## config.mk

```make
export PLATFORM = sky130hd
export DESIGN_NAME = ultrasonic_trigger
export DESIGN_NICKNAME = d
export VERILOG_FILES = /design/src/rtl/ultrasonic_pkg.sv /design/src/rtl/cycle_timer.sv /design/src/rtl/ultrasonic_trigger.sv
export SDC_FILE = /design/constraint.sdc
export NUM_CORES = 1
export LEC_CHECK = 0
export ABC_AREA = 1
export BUFFER_PORTS_ARGS = -buffer_cell sky130_fd_sc_hd__buf_2
export CAP_MARGIN = 0
export CELL_PAD_IN_SITES_DETAIL_PLACEMENT = 1
export CELL_PAD_IN_SITES_GLOBAL_PLACEMENT = 1
export CORE_AREA = 2 2 92 94
export DETAILED_ROUTE_END_ITERATION = 10
export DIE_AREA = 0 0 94 96
export PLACE_DENSITY_LB_ADDON = 0.1
export SETUP_SLACK_MARGIN = 0.3
export SLEW_MARGIN = 10
export SYNTH_ARGS = -nofsm -noshare
export SYNTH_HDL_FRONTEND = slang
export SYNTH_HIERARCHICAL = 1
export SYNTH_SLANG_ARGS = --single-unit
```

## constraint.sdc

```tcl
create_clock -name clk -period 2.7 [get_ports clk]
set_input_delay 0.54 -clock clk [delete_from_list [all_inputs] [get_ports clk]]
set_output_delay 0.54 -clock clk [all_outputs]
set_load 0.01 [all_outputs]
```

## src/rtl/ultrasonic_pkg.sv

```systemverilog
// Shared types and default timing constants for the ultrasonic sensor front end.
package ultrasonic_pkg;

  typedef enum logic [2:0] {
    IDLE,
    TRIG,
    WAIT_RISE,
    MEASURE,
    HOLDOFF
  } state_t;

  localparam int unsigned CLK_HZ        = 50_000_000;
  localparam int unsigned TRIG_US       = 10;
  localparam int unsigned TIMEOUT_US    = 38_000;
  localparam int unsigned HOLDOFF_US    = 60_000;
  localparam int unsigned CYCLES_PER_US = CLK_HZ / 1_000_000;

  function automatic int unsigned us_to_cycles(input int unsigned us);
    return us * CYCLES_PER_US;
  endfunction

  localparam int unsigned TRIG_CYCLES_DEF    = us_to_cycles(TRIG_US);
  localparam int unsigned TIMEOUT_CYCLES_DEF = us_to_cycles(TIMEOUT_US);
  localparam int unsigned HOLDOFF_CYCLES_DEF = us_to_cycles(HOLDOFF_US);
  localparam int unsigned COUNT_W_DEF        = 22;

endpackage

```

## src/rtl/cycle_timer.sv

```systemverilog
// Loadable up-counter with clear, enable and a terminal-count compare.
module cycle_timer #(
  parameter int unsigned COUNT_W = 22
) (
  input  logic               clk,
  input  logic               reset,
  input  logic               clear,
  input  logic               load,
  input  logic [COUNT_W-1:0] load_value,
  input  logic               enable,
  input  logic [COUNT_W-1:0] terminal,
  output logic [COUNT_W-1:0] count,
  output logic               at_terminal
);

  logic [COUNT_W-1:0] count_q, count_d;

  // Next count: clear beats load beats enable.
  always_comb begin
    count_d = count_q;
    if (clear) begin
      count_d = '0;
    end else if (load) begin
      count_d = load_value;
    end else if (enable) begin
      count_d = count_q + COUNT_W'(1);
    end
  end

  // Counter register.
  always_ff @(posedge clk) begin
    if (reset) begin
      count_q <= '0;
    end else begin
      count_q <= count_d;
    end
  end

  assign count       = count_q;
  assign at_terminal = (count_q == terminal);

endmodule

```

## src/rtl/ultrasonic_trigger.sv

```systemverilog
// Trigger pulse generator and echo-width timer for an ultrasonic ranging sensor.
module ultrasonic_trigger
  import ultrasonic_pkg::*;
#(
  parameter int unsigned TRIG_CYCLES    = TRIG_CYCLES_DEF,
  parameter int unsigned TIMEOUT_CYCLES = TIMEOUT_CYCLES_DEF,
  parameter int unsigned HOLDOFF_CYCLES = HOLDOFF_CYCLES_DEF,
  parameter int unsigned COUNT_W        = COUNT_W_DEF
) (
  input  logic               clk,
  input  logic               reset,
  input  logic               start,
  input  logic               echo,
  output logic               trig,
  output logic               busy,
  output logic [COUNT_W-1:0] echo_cycles,
  output logic               valid,
  output logic               timeout
);

  state_t             state_q, state_d;
  logic               echo_q;
  logic [COUNT_W-1:0] echo_cycles_q, echo_cycles_d;
  logic               valid_q, valid_d;
  logic               timeout_q, timeout_d;

  logic               tmr_clear, tmr_load, tmr_enable, tmr_at_term;
  logic [COUNT_W-1:0] tmr_load_value, tmr_terminal, tmr_count;
  logic               echo_rise;

  assign echo_rise = echo & ~echo_q;

  cycle_timer #(
    .COUNT_W(COUNT_W)
  ) u_timer (
    .clk        (clk),
    .reset      (reset),
    .clear      (tmr_clear),
    .load       (tmr_load),
    .load_value (tmr_load_value),
    .enable     (tmr_enable),
    .terminal   (tmr_terminal),
    .count      (tmr_count),
    .at_terminal(tmr_at_term)
  );

  // Next-state, timer control and result capture.
  always_comb begin
    state_d        = state_q;
    echo_cycles_d  = echo_cycles_q;
    valid_d        = 1'b0;
    timeout_d      = timeout_q;
    tmr_clear      = 1'b0;
    tmr_load       = 1'b0;
    tmr_load_value = '0;
    tmr_enable     = 1'b0;
    tmr_terminal   = '0;
    unique case (state_q)
      IDLE: begin
        if (start) begin
          state_d   = TRIG;
          tmr_clear = 1'b1;
        end
      end
      TRIG: begin
        tmr_terminal = COUNT_W'(TRIG_CYCLES - 1);
        if (tmr_at_term) begin
          state_d   = WAIT_RISE;
          tmr_clear = 1'b1;
        end else begin
          tmr_enable = 1'b1;
        end
      end
      WAIT_RISE: begin
        tmr_terminal = COUNT_W'(TIMEOUT_CYCLES);
        if (echo_rise) begin
          // The edge cycle is the first high cycle, so the count starts at 1.
          state_d        = MEASURE;
          tmr_load       = 1'b1;
          tmr_load_value = COUNT_W'(1);
        end else if (tmr_at_term) begin
          state_d       = HOLDOFF;
          tmr_clear     = 1'b1;
          valid_d       = 1'b1;
          timeout_d     = 1'b1;
          echo_cycles_d = '0;
        end else begin
          tmr_enable = 1'b1;
        end
      end
      MEASURE: begin
        tmr_terminal = COUNT_W'(TIMEOUT_CYCLES);
        if (!echo || tmr_at_term) begin
          // Falling echo wins at the terminal count; the count never passes it.
          state_d       = HOLDOFF;
          tmr_clear     = 1'b1;
          valid_d       = 1'b1;
          timeout_d     = echo;
          echo_cycles_d = tmr_count;
        end else begin
          tmr_enable = 1'b1;
        end
      end
      HOLDOFF: begin
        tmr_terminal = COUNT_W'(HOLDOFF_CYCLES - 1);
        if (tmr_at_term) begin
          state_d = IDLE;
        end else begin
          tmr_enable = 1'b1;
        end
      end
      default: state_d = IDLE;
    endcase
  end

  // State, echo history and result registers.
  always_ff @(posedge clk) begin
    if (reset) begin
      state_q       <= IDLE;
      echo_q        <= 1'b0;
      echo_cycles_q <= '0;
      valid_q       <= 1'b0;
      timeout_q     <= 1'b0;
    end else begin
      state_q       <= state_d;
      echo_q        <= echo;
      echo_cycles_q <= echo_cycles_d;
      valid_q       <= valid_d;
      timeout_q     <= timeout_d;
    end
  end

  assign trig        = (state_q == TRIG);
  assign busy        = (state_q != IDLE);
  assign echo_cycles = echo_cycles_q;
  assign valid       = valid_q;
  assign timeout     = timeout_q;

endmodule

```

# [Yosys cells after proc, flatten, opt, wreduce, memory -nomap -nowiden]
# Index checks and enable logic that the tools add are counted.
[op_classes] n_reduce_logical=11 eq_ne=12 mux=32 n_bitwise=2 add_sub_neg=1
[op_table] op="22-bit 2-to-1 mux" n=5
[op_table] op="22-bit one-hot mux with 3 select lines" n=1
[op_table] op="22-bit one-hot mux with 2 select lines" n=1
[op_table] op="22-bit by 1-bit adder with 22-bit output, second input constant" n=1
[op_table] op="22-bit equality test" n=1
[op_table] op="3-bit 2-to-1 mux" n=6
[op_table] op="3-bit one-hot mux with 5 select lines" n=1
[op_table] op="1-bit 2-to-1 mux" n=14
[op_table] op="2-bit inequality test, second input constant" n=5
[op_table] op="3-bit by 2-bit equality test with 1-bit output, second input constant" n=2
[op_table] op="2-bit OR reduction" n=3
[op_table] op="5-bit AND reduction" n=1
[op_table] op="1-bit one-hot mux with 2 select lines" n=2
[op_table] op="1-bit one-hot mux with 4 select lines" n=1
[op_table] op="4-bit AND reduction" n=1
[op_table] op="2-bit nonzero test" n=2
[op_table] op="3-bit by 1-bit equality test with 1-bit output, second input constant" n=1
[op_table] op="3-bit equality test, second input constant" n=1
[op_table] op="3-bit zero test" n=1
[op_table] op="3-bit inequality test, second input constant" n=1
[op_table] op="1-bit one-hot mux with 3 select lines" n=1
[op_table] op="3-bit nonzero test" n=1
[op_table] op="2-bit by 1-bit inequality test with 1-bit output, second input constant" n=1
[op_table] op="1-bit AND" n=1
[op_table] op="other kinds (3)" n=3
[word_totals] inputBits=4 out_inout_bits=26 regBits=50 word_cells=64

# [Depth between registers and ports, before layout]
# Gate-level depths: netlist of the first run.
[depth] word_depth=9 depth_mapped=21 depth_no_buf=21

# [Modules after synthesis]
# Netlist of the first run, hierarchy kept.
[by_module_without_submodules] module="cycle_timer" seq_area_each_um2=440.4 area_per_inst_um2=1774.2 instances=1 cells_per_inst=283
[by_module_without_submodules] module="ultrasonic_trigger" seq_area_each_um2=560.5 area_per_inst_um2=1226.2 instances=1 cells_per_inst=171

# [Worst setup path after synthesis of the first run]
# OpenSTA, ideal clock, no wires.
[synth_path] kind="register -> register" start="register state_q[1]" end="register u_timer.count_q[14] (netlist: u_timer/count[14])" slack_ns=-0.261 t_required_ns=2.566 n_path_buf=2 setup_ns=0.134 arrival_ns=2.827 period_less_slack_ns=2.961 path_stages_with_launch=19 path_cell_list="dfxtp_1 -> inv_1 -> nor2_1 -> inv_1 -> nand2_1 -> xnor2_1 -> nand3_1 -> nor3_1 -> nand2_1 -> nor2_1 -> nand4_1 -> nand2_4 -> inv_4 -> buf_6 -> o221ai_1 -> nor2_1 -> clkinv_1 -> clkbuf_1 -> a21oi_1"
[synth_via] elab_chain_cells=8 elab_cells_between_ends=22 cone_classes="eq/ne: 5; mux: 11; reduce/logical: 6"
[synth_lines] element="start: declaration" line_no="ultrasonic_trigger.sv:21" source="state_t state_q, state_d;"
[synth_lines] element="start signal: assignment" line_no="ultrasonic_trigger.sv:125" source="state_q <= state_d;"
[synth_lines] element="3-bit by 2-bit equality test with 1-bit output" line_no="ultrasonic_trigger.sv:58" source="unique case (state_q)"
[synth_lines] element="2-bit OR reduction (no line)"
[synth_lines] element="22-bit one-hot mux with 3 select lines *" line_no="ultrasonic_trigger.sv:58"
[synth_lines] element="via tmr_terminal[11]" line_no="ultrasonic_trigger.sv:28" source="logic [COUNT_W-1:0] tmr_load_value, tmr_terminal, tmr_count;"
[synth_lines] element="22-bit equality test *" line_no="cycle_timer.sv:40" source="assign at_terminal = (count_q == terminal);"
[synth_lines] element="via tmr_at_term" line_no="ultrasonic_trigger.sv:27" source="logic tmr_clear, tmr_load, tmr_enable, tmr_at_term;"
[synth_lines] element="1-bit 2-to-1 mux or 1-bit logical OR (tied branches)" line_no="ultrasonic_trigger.sv:67, ultrasonic_trigger.sv:81, ultrasonic_trigger.sv:93"
[synth_lines] element="1-bit 2-to-1 mux, on equally long branches" line_no="ultrasonic_trigger.sv:76, ultrasonic_trigger.sv:93"
[synth_lines] element="1-bit one-hot mux with 4 select lines *" line_no="ultrasonic_trigger.sv:58"
[synth_lines] element="via tmr_clear" line_no="ultrasonic_trigger.sv:27"
[synth_lines] element="2-bit OR reduction (no line) *"
[synth_lines] element="end signal: assignment" line_no="cycle_timer.sv:35" source="count_q <= count_d;"
[synth_lines] element="end: declaration" line_no="cycle_timer.sv:16" source="logic [COUNT_W-1:0] count_q, count_d;"
# The timed path passes the listed nets; every way through them passes the cells marked *.
# A chain may end at the register's enable or synchronous reset.

# [Worst setup path in the final report of the first run]
[layout_path] start="register state_q[0]" end="register state_q[0]"
[layout_via] elab_chain_cells=7 elab_cells_between_ends=16 cone_classes="eq/ne: 10; mux: 2; reduce/logical: 4"
[layout_lines] element="3-bit by 2-bit equality test with 1-bit output" line_no="ultrasonic_trigger.sv:58"
[layout_lines] element="2-bit OR reduction (no line)"
[layout_lines] element="22-bit one-hot mux with 3 select lines *" line_no="ultrasonic_trigger.sv:58"
[layout_lines] element="via tmr_terminal[5]" line_no="ultrasonic_trigger.sv:28"
[layout_lines] element="22-bit equality test *" line_no="cycle_timer.sv:40"
[layout_lines] element="via tmr_at_term" line_no="ultrasonic_trigger.sv:27"
[layout_lines] element="1-bit logical OR" line_no="ultrasonic_trigger.sv:93" source="if (!echo || tmr_at_term) begin"
[layout_lines] element="2-bit inequality test (no line)"
[layout_lines] element="5-bit AND reduction (no line) *"
# Marked as above.

==> results of run 1 <==
cells by family (layout without fill, tap and decap cells):
logic type | count (synthesis) | after routing | synth area share [%]
xor gates and xnor gates | 10 | 10 | 2.92
buffers and inverters | 67 | 132 | 10.0
DFF | 50 | 50 | 33.4
adders and majority gates | 1 | 1 | 0.417
other | 1 | 23 | 0.125
AOI/OAI and AO/OA | 77 | 77 | 14.9
and+or+nand+nor | 248 | 248 | 38.3
state kept, by name, indices dropped and copies added (netlist names):
| signal | count |
|---|---|
| echo_cycles | 22 |
| valid | 1 |
| state_q | 3 |
| echo_q | 1 |
| u_timer/count | 22 |
| timeout | 1 |
critical path, stage by stage (launching register included):
cell and delay (ns):
sky130_fd_sc_hd__dfxtp_4 0.41, sky130_fd_sc_hd__nor2_4 0.06, sky130_fd_sc_hd__nand2_4 0.15, sky130_fd_sc_hd__nand3_4 0.10
sky130_fd_sc_hd__buf_4 0.14, sky130_fd_sc_hd__or2_2 0.28, sky130_fd_sc_hd__nand4_1 0.07, sky130_fd_sc_hd__nor2_1 0.05
sky130_fd_sc_hd__nand2_1 0.12, sky130_fd_sc_hd__nor2_4 0.08, sky130_fd_sc_hd__nor2_2 0.10, sky130_fd_sc_hd__nand3_2 0.11
sky130_fd_sc_hd__buf_4 0.15, sky130_fd_sc_hd__buf_4 0.12, sky130_fd_sc_hd__buf_4 0.12, sky130_fd_sc_hd__buf_4 0.12
sky130_fd_sc_hd__buf_4 0.12, sky130_fd_sc_hd__nand2_1 0.08, sky130_fd_sc_hd__nor2_2 0.05, sky130_fd_sc_hd__nor2_1 0.10
sky130_fd_sc_hd__nor2_1 0.06
path summary, 6_finish.rpt:
| check | from | endpoint | slack (ns) | depth (start not counted) |
|---|---|---|---|---|
| hold reg to reg | echo_cycles[14] | echo_cycles[14] | 0.47 | 2 |
| hold / removal | echo_cycles[14] | echo_cycles[14] | 0.47 | 2 |
| setup / recovery | state_q[0] | state_q[0] | 0.02 | 20 |
| setup reg to reg | state_q[0] | state_q[0] | 0.02 | 20 |
final cells by class:
| cell class | instances | area, um^2 | share of cell area, % |
|---|---|---|---|
| Multi-Input combinational cell | 359 | 2020 | 50.6 |
| Clock buffer | 5 | 68.8 | 1.72 |
| Sequential cell | 50 | 1010 | 25.4 |
| Clock inverter | 3 | 28.8 | 0.721 |
| Timing Repair Buffer | 74 | 522 | 13.1 |
| Timing Repair inverter | 1 | 6.26 | 0.157 |
| Tap cell | 105 | 131 | 3.29 |
| Inverter | 49 | 204 | 5.11 |
power groups by stage:
stage | Clock [mW] | Combinational, mW | Sequential (mW)
2_1_floorplan | 0 | 0.874 | 0.871
3_3_place_gp | 0 | 1.18 | 0.868
3_5_place_dp | 0 | 1.20 | 0.869
4_1_cts | 0.510 | 1.52 | 0.858
5_1_grt | 0.542 | 1.85 | 0.870
6_report | 0.496 | 1.69 | 0.867
per-layer routing:
| layer | track usage, % | wire [um] |
|---|---|---|
| met5 | 0 | 0 |
| met4 | 6.28 | 140 |
| met3 | 3.29 | 458 |
| met2 | 39.9 | 4970 |
| met1 | 33.0 | 4960 |
Yosys cell counts:
cell type                  count
sky130_fd_sc_hd__nand2_1     114
sky130_fd_sc_hd__nand3_1      57
sky130_fd_sc_hd__dfxtp_1      50
sky130_fd_sc_hd__a21oi_1      41
sky130_fd_sc_hd__inv_1        40
sky130_fd_sc_hd__nor2_1       39
sky130_fd_sc_hd__a22oi_1      13
sky130_fd_sc_hd__or2_2        10
sky130_fd_sc_hd__nand4_1       9
sky130_fd_sc_hd__clkbuf_1      8
sky130_fd_sc_hd__xnor2_1       8
sky130_fd_sc_hd__inv_2         7
sky130_fd_sc_hd__a31oi_1       5
sky130_fd_sc_hd__buf_2         5
sky130_fd_sc_hd__nand2_2       5
sky130_fd_sc_hd__nor2_4        5
sky130_fd_sc_hd__o21ai_0       5
sky130_fd_sc_hd__o21ai_1       5
sky130_fd_sc_hd__buf_6         4
sky130_fd_sc_hd__nor2_2        3
sky130_fd_sc_hd__nand2_4       2
sky130_fd_sc_hd__o211ai_1      2
sky130_fd_sc_hd__o21bai_1      2
sky130_fd_sc_hd__xor2_1        2
sky130_fd_sc_hd__a21oi_2       1
sky130_fd_sc_hd__clkbuf_8      1
sky130_fd_sc_hd__clkinv_1      1
sky130_fd_sc_hd__conb_1        1
sky130_fd_sc_hd__ha_1          1
sky130_fd_sc_hd__inv_4         1
sky130_fd_sc_hd__nand3_2       1
sky130_fd_sc_hd__nor2_8        1
sky130_fd_sc_hd__nor3_1        1
sky130_fd_sc_hd__o21ai_2       1
sky130_fd_sc_hd__o221ai_1      1
sky130_fd_sc_hd__o22ai_1       1
sky130_fd_sc_hd__or2_0         1
cells in the final DEF (no fill, tap or decap), types with 9 or more instances in the layout:
cell type / n
sky130_fd_sc_hd__nand2_1: 103
sky130_fd_sc_hd__nand3_1: 52
sky130_fd_sc_hd__dfxtp_1: 47
sky130_fd_sc_hd__buf_4: 38
sky130_fd_sc_hd__inv_1: 35
sky130_fd_sc_hd__a21oi_1: 34
sky130_fd_sc_hd__buf_2: 29
sky130_fd_sc_hd__nor2_1: 28
sky130_fd_sc_hd__conb_1: 23
sky130_fd_sc_hd__nand2_2: 13
sky130_fd_sc_hd__nor2_4: 10
sky130_fd_sc_hd__or2_2: 10
sky130_fd_sc_hd__nand4_1: 9
sky130_fd_sc_hd__nor2_2: 9
sky130_fd_sc_hd__a22oi_2: 9
repair_timing:
item / CTS / global route
buffers inserted: 16 / 1
setup endpoints to repair: 24 / 49
hold endpoints to repair: 0 / 0
gates cloned: 3 / 0
gates resized for setup: 30 / 41
pin swaps: 23 / 26
metrics by stage:
step	util (%)	instances	worst slack (ns)	total power, mW
2_1_floorplan	-	476	0.311	1.75
3_3_place_gp	43.4	618	0.0636	2.05
3_5_place_dp	43.4	618	-0.00479	2.07
4_1_cts	47.6	645	0.134	2.89
5_1_grt	49.6	646	-0.123	3.26
6_report	49.6	646	0.0162	3.06
==> out/qor_table.md, run 1 <==
| Metric | Reported | Unit |
| --- | --- | --- |
| Result of the run | completed | - |
| Net switching component of the power | 1.40 | mW |
| Synthesis Warnings | 6 | - |
| Fraction of power consumed by combinational cells | 55.4 | % |
| Initial antenna violation count | 0 | - |
| Worst min-delay path class | register to register | - |
| Remaining antenna violation count after routing | 0 | - |
| Number of buffers inserted during clock tree synthesis | 5 | - |
| Detail Placement HPWL | 7.26 | mm |
| Biggest area consumer among synthesized cells | sky130_fd_sc_hd__dfxtp_1 | - |
| Worst slew margin relative to its limit | 50.2 | % |
| Max Slew Vio Count | 0 | - |
| Number of global-route vias before repair | 3278 | - |
| Pin slew with the least headroom to its limit | 0.745 | ns |
| Unrepaired setup endpoints after global routing | yes | - |
| Overall die width | 94 | um |
| Netlist cell types | 37 | - |
| Total via count in the routed design | 3272 | - |
| Worst hold-check slack | 0.469 | ns |
| Global-route wire length before repair | 16.8 | mm |
| Die Outline Area | 0.00902 | mm^2 |
| Buffer cell driving the clock tree root | sky130_fd_sc_hd__clkbuf_8 | - |
| Remaining routing DRC violations | 0 | - |
| Congestion Overflow GR | 0 | - |
| Category of the worst setup path launch point | register | - |
| Leading post-synthesis cells by cell area | sky130_fd_sc_hd__dfxtp_1 (33%), sky130_fd_sc_hd__nand2_1 (14%), sky130_fd_sc_hd__nand3_1 (9.5%) | - |
| Final setup vio count | 0 | - |
| Longest Clk Path Bufs | 2 | - |
| Fmax | 373 | MHz |
| H-tree lvl count | 2 | - |
| Area after DPL | 0.00350 | mm^2 |
| Clock Power Share | 16.2 | % |
| Cell Int Power | 1.65 | mW |
| Fin area | 0.00399 | mm^2 |
| Net count of the finished layout | 545 | - |
| Count of input and output buffers | 29 | - |
| Die height | 96 | um |
| Clk sink count | 50 | - |
| Kind of end point of the critical path | register | - |
| Final worst path period share | 99.4 | % |
| Filler cell count in the final layout | 1079 | - |
| Area share of the largest cell type after synthesis | 33.4 | % |
| Pin count of the biggest net entering global routing | 29 | - |
| Critical Path RT | 2.93 | ns |
| Area growth syn-to-layout | 33.1 | % |
| Mean number of vias per cell | 5.07 | - |
| Final total negative setup slack | 0 | ns |
| Average wire per cell in the routed design | 16.3 | um |
| Initial core utilization | 37.3 | % |
| Clock latency at the later pin of the worst-skew pair | 0.32 | ns |
| Post-synthesis register bit count | 50 | - |
| Number of maximum-capacitance constraint violations | 0 | - |
| Per-instance average area after synthesis | 6.61 | um^2 |
| Worst Path Arrival | 2.91 | ns |
| Switching Fraction | 46.0 | % |
| Wire length reported by the detailed router | 10.5 | mm |
| Number of antenna repair diodes | 0 | - |
| Sequential fraction of the synthesis area | 33.4 | % |
| Critical path type | register to register | - |
| Global Route Usage Sum | 24.1 | % |
| CTS clock-pin slew for the worst setup and hold paths | 0.11 | ns |
| Worst Skew | 0.00833 | ns |
| Number of instances in the synthesized netlist | 454 | - |
| Power per Cell Area | 766 | mW/mm^2 |
| 1st-pass router iterations | 4 | - |
| Core Region | 0.00805 | mm^2 |
| Maximum fanout encountered on the critical timing path | 5 | - |
| Max rail drop VDD | 0.000428 | V |
| Hold Fails Final Rpt | 0 | - |
| Violation count after the first detailed-routing iteration | 126 | - |
| Portion of total power attributed to sequential cells | 28.4 | % |
| Netlist Area Pre-Place | 0.00300 | mm^2 |
| # rows | 33 | - |
| Share of layout cells above drive strength 1 | 32.3 | % |
| Leakage dissipation | 1.63 | nW |
| Min cycle time layout | 2.68 | ns |
| Number of top-level design ports | 30 | - |
| Placer's final routability congestion estimate | 0.850 | - |
| Clock tree from TritonCTS | yes | - |
| Hold-fix buffers at CTS | 0 | - |
Note: power is estimated with default switching activity, not from simulation.
==> run 2, diff against run 1 <==
==> constraint.sdc (replaced) <==
create_clock -name clk -period 2.7 [get_ports clk]
set_input_delay 0 -clock clk [delete_from_list [all_inputs] [get_ports clk]]
set_output_delay 0 -clock clk [all_outputs]
set_load 0.01 [all_outputs]
==> run 2 against run 1 <==
Net effect: highest routed layer unchanged; critical endpoint is now u_timer/count[8]; core utilization increased by 3.7 points; maximum frequency is 4.1% lower; register-to-register slack worse by 0.11 ns; sequential power barely moved; critical path depth down 1; count of clock-buffer cells in the layout increased by 1; critical path type unchanged; largest cell class unchanged; cell count rose by 1.7%; combinational power grew 10%; non-clock buffer count increased by 10; wire length rose by 7.6%; the run now ends with negative setup slack left; die area did not move.
==> out/qor_table.md, run 2 (synthesis gave the netlist of run 1 again) <==
| Metric | Reported | Unit |
| --- | --- | --- |
| Initial core utilization | 37.3 | % |
| Count of input and output buffers | 29 | - |
| Final worst path period share | 104 | % |
| Global-route wire length before repair | 16.8 | mm |
| Congestion Overflow GR | 0 | - |
| Average wire per cell in the routed design | 17.3 | um |
| # rows | 33 | - |
| Final setup vio count | 23 | - |
| Clock Power Share | 18.3 | % |
| Detail Placement HPWL | 7.29 | mm |
| Number of global-route vias before repair | 3321 | - |
| Filler cell count in the final layout | 1044 | - |
| Kind of end point of the critical path | register | - |
| Worst Path Arrival | 2.99 | ns |
| Mean number of vias per cell | 5.19 | - |
| Maximum fanout encountered on the critical timing path | 5 | - |
| Cell Int Power | 1.89 | mW |
| Delay of the slowest cell on the worst path | 0.42 | ns |
| 1st-pass router iterations | 4 | - |
| Initial antenna violation count | 0 | - |
| Max Slew Vio Count | 0 | - |
| Cell Count Post-Placement | 621 | - |
| Final total negative setup slack | -1.81 | ns |
| Leakage dissipation | 1.77 | nW |
| Worst slew margin relative to its limit | 59.2 | % |
| Net count of the finished layout | 556 | - |
| Sequential cell area | 0.00101 | mm^2 |
| Critical Path RT | 2.89 | ns |
| Pin count of the biggest net entering global routing | 29 | - |
| Worst min-delay path class | primary input to register | - |
| Hold Fails Final Rpt | 0 | - |
| Crit. Startpoint | state_q[0] | - |
| Cell Chain, Critical Path | nor2_4 -> nand2_4 -> nand3_4 -> or2_0 -> a21oi_1 -> nand3_1 -> nor2_1 -> nand2_1 -> nor2_4 -> buf_6 -> nand4_1 -> nand2_4 -> inv_8 -> o221ai_4 -> nor2_2 -> buf_6 -> buf_6 -> inv_8 -> a21oi_1 | - |
| Area of the multi-input gates | 0.00207 | mm^2 |
| H-tree lvl count | 2 | - |
| Number of buffers inserted during clock tree synthesis | 5 | - |
| Die height | 96 | um |
| Total via count in the routed design | 3411 | - |
| Utilization after layout | 53.3 | % |
| Overall die width | 94 | um |
| Fraction of power consumed by combinational cells | 55.8 | % |
| Violation count after the first detailed-routing iteration | 141 | - |
| Most common cell on crit path | sky130_fd_sc_hd__buf_6 | - |
| Pin slew with the least headroom to its limit | 0.613 | ns |
| Placer's final routability congestion estimate | 0.859 | - |
| Remaining routing DRC violations | 0 | - |
| Remaining antenna violation count after routing | 0 | - |
| Number of antenna repair diodes | 0 | - |
| Critical path type | register to register | - |
| Longest Clk Path Bufs | 2 | - |
| Global Route Usage Sum | 23.9 | % |
| Share of layout cells above drive strength 1 | 35.7 | % |
| Buffer cell driving the clock tree root | sky130_fd_sc_hd__clkbuf_8 | - |
| Worst Hold Depth | 3 | - |
| Source of the worst register-to-register timing path | state_q[0] | - |
| Portion of total power attributed to sequential cells | 25.9 | % |
| Clock tree from TritonCTS | yes | - |
| Min cycle time layout | 2.80 | ns |
| Clk sink count | 50 | - |
| Die Outline Area | 0.00902 | mm^2 |
| Clock latency at the later pin of the worst-skew pair | 0.31 | ns |
| Worst Skew | 0.00679 | ns |
| Final WS setup | -0.0987 | ns |
| Switching Fraction | 43.4 | % |
| Unrepaired setup endpoints after global routing | yes | - |
| Power per Cell Area | 777 | mW/mm^2 |
| Hold-fix buffers at CTS | 0 | - |
| Wire length reported by the detailed router | 11.3 | mm |
| Final non-filler cell total | 657 | - |
| Result of the run | finished, violations left | - |
| Most common cell after layout, fill and taps aside | sky130_fd_sc_hd__nand2_1 | - |
| Area growth syn-to-layout | 43.0 | % |
| CTS clock-pin slew for the worst setup and hold paths | 0.10 | ns |
| Failing checks | negative setup slack | - |
| Tot Pwr | 3.33 | mW |
| Crit-path slowest cell | sky130_fd_sc_hd__dfxtp_4 | - |
| Fmax | 357 | MHz |
| Number of maximum-capacitance constraint violations | 0 | - |
| Net switching component of the power | 1.45 | mW |
| Worst-case reg-to-reg path depth | 19 | - |
| Hold path start | echo | - |
| Max rail drop VDD | 0.000324 | V |
| Number of top-level design ports | 30 | - |
| Commonest cells after routing, fill and taps aside | sky130_fd_sc_hd__nand2_1 (96), sky130_fd_sc_hd__nand3_1 (50), sky130_fd_sc_hd__dfxtp_1 (47), sky130_fd_sc_hd__buf_4 (38), sky130_fd_sc_hd__inv_1 (35) | - |
| Core Region | 0.00805 | mm^2 |
| Flop-to-flop setup slack | -0.1 | ns |
| Category of the worst setup path launch point | register | - |
==> run 2: routing by layer <==
metal  up-vias  share of wire [%]  global-route usage [%]
li1       1661                  -                       -
met1      1655                 45                    32.0
met2        86                 50                    41.4
met3         9                4.1                    3.21
met4         0               0.79                    4.95
met5         -                  0                       0
==> run 2: final cells by class <==
type,instances,share of cell area (%)
Tap cell,105,3.06
Multi-Input combinational cell,359,48.1
Clock inverter,2,0.904
Inverter,49,5.16
Timing Repair inverter,2,0.467
Sequential cell,50,23.6
Timing Repair Buffer,84,16.5
Clock buffer,6,2.19
==> run 2: worst max-delay path: cells and delay by family (launching register included) <==
family	cells	cell delay, ns
AO/OA/AOI/OAI	3	0.26
AND/OR/NAND/NOR	11	1.45
buffers and inverters	5	0.56
flip-flops	1	0.42
==> run 2: timing repair <==
item / in CTS / in global routing
pin swaps: 25 / 29
gates resized for setup: 36 / 59
buffers inserted: 9 / 10
cloned: 3 / 6
endpoints found under the setup margin: 22 / 48
==> run 2: through the flow <==
step | setup slack (ns) | hold WS [ns] | area [um^2]
floorplan | 0.311 | 0.159 | 3150
global placement | 0.0901 | 0.291 | 3520
detailed placement | -0.0134 | 0.302 | 3520
CTS | 0.0953 | 0.000659 | 3860
global route | -0.258 | 0.0493 | 4290
finish | -0.0987 | 0.0363 | 4290
==> run 2: worst paths after layout <==
check / to
worst max-delay path: u_timer/count[8]
worst min register to register: echo_cycles[15]
worst max register to register: u_timer/count[8]
worst min-delay path: echo_q
==> run 2: power groups by stage <==
stage,registers (mW),logic [mW],clock network [mW]
floorplan,0.871,0.874,0
global placement,0.867,1.22,0
detailed placement,0.869,1.24,0
CTS,0.855,1.53,0.634
global route,0.869,2.00,0.654
finish,0.864,1.86,0.611
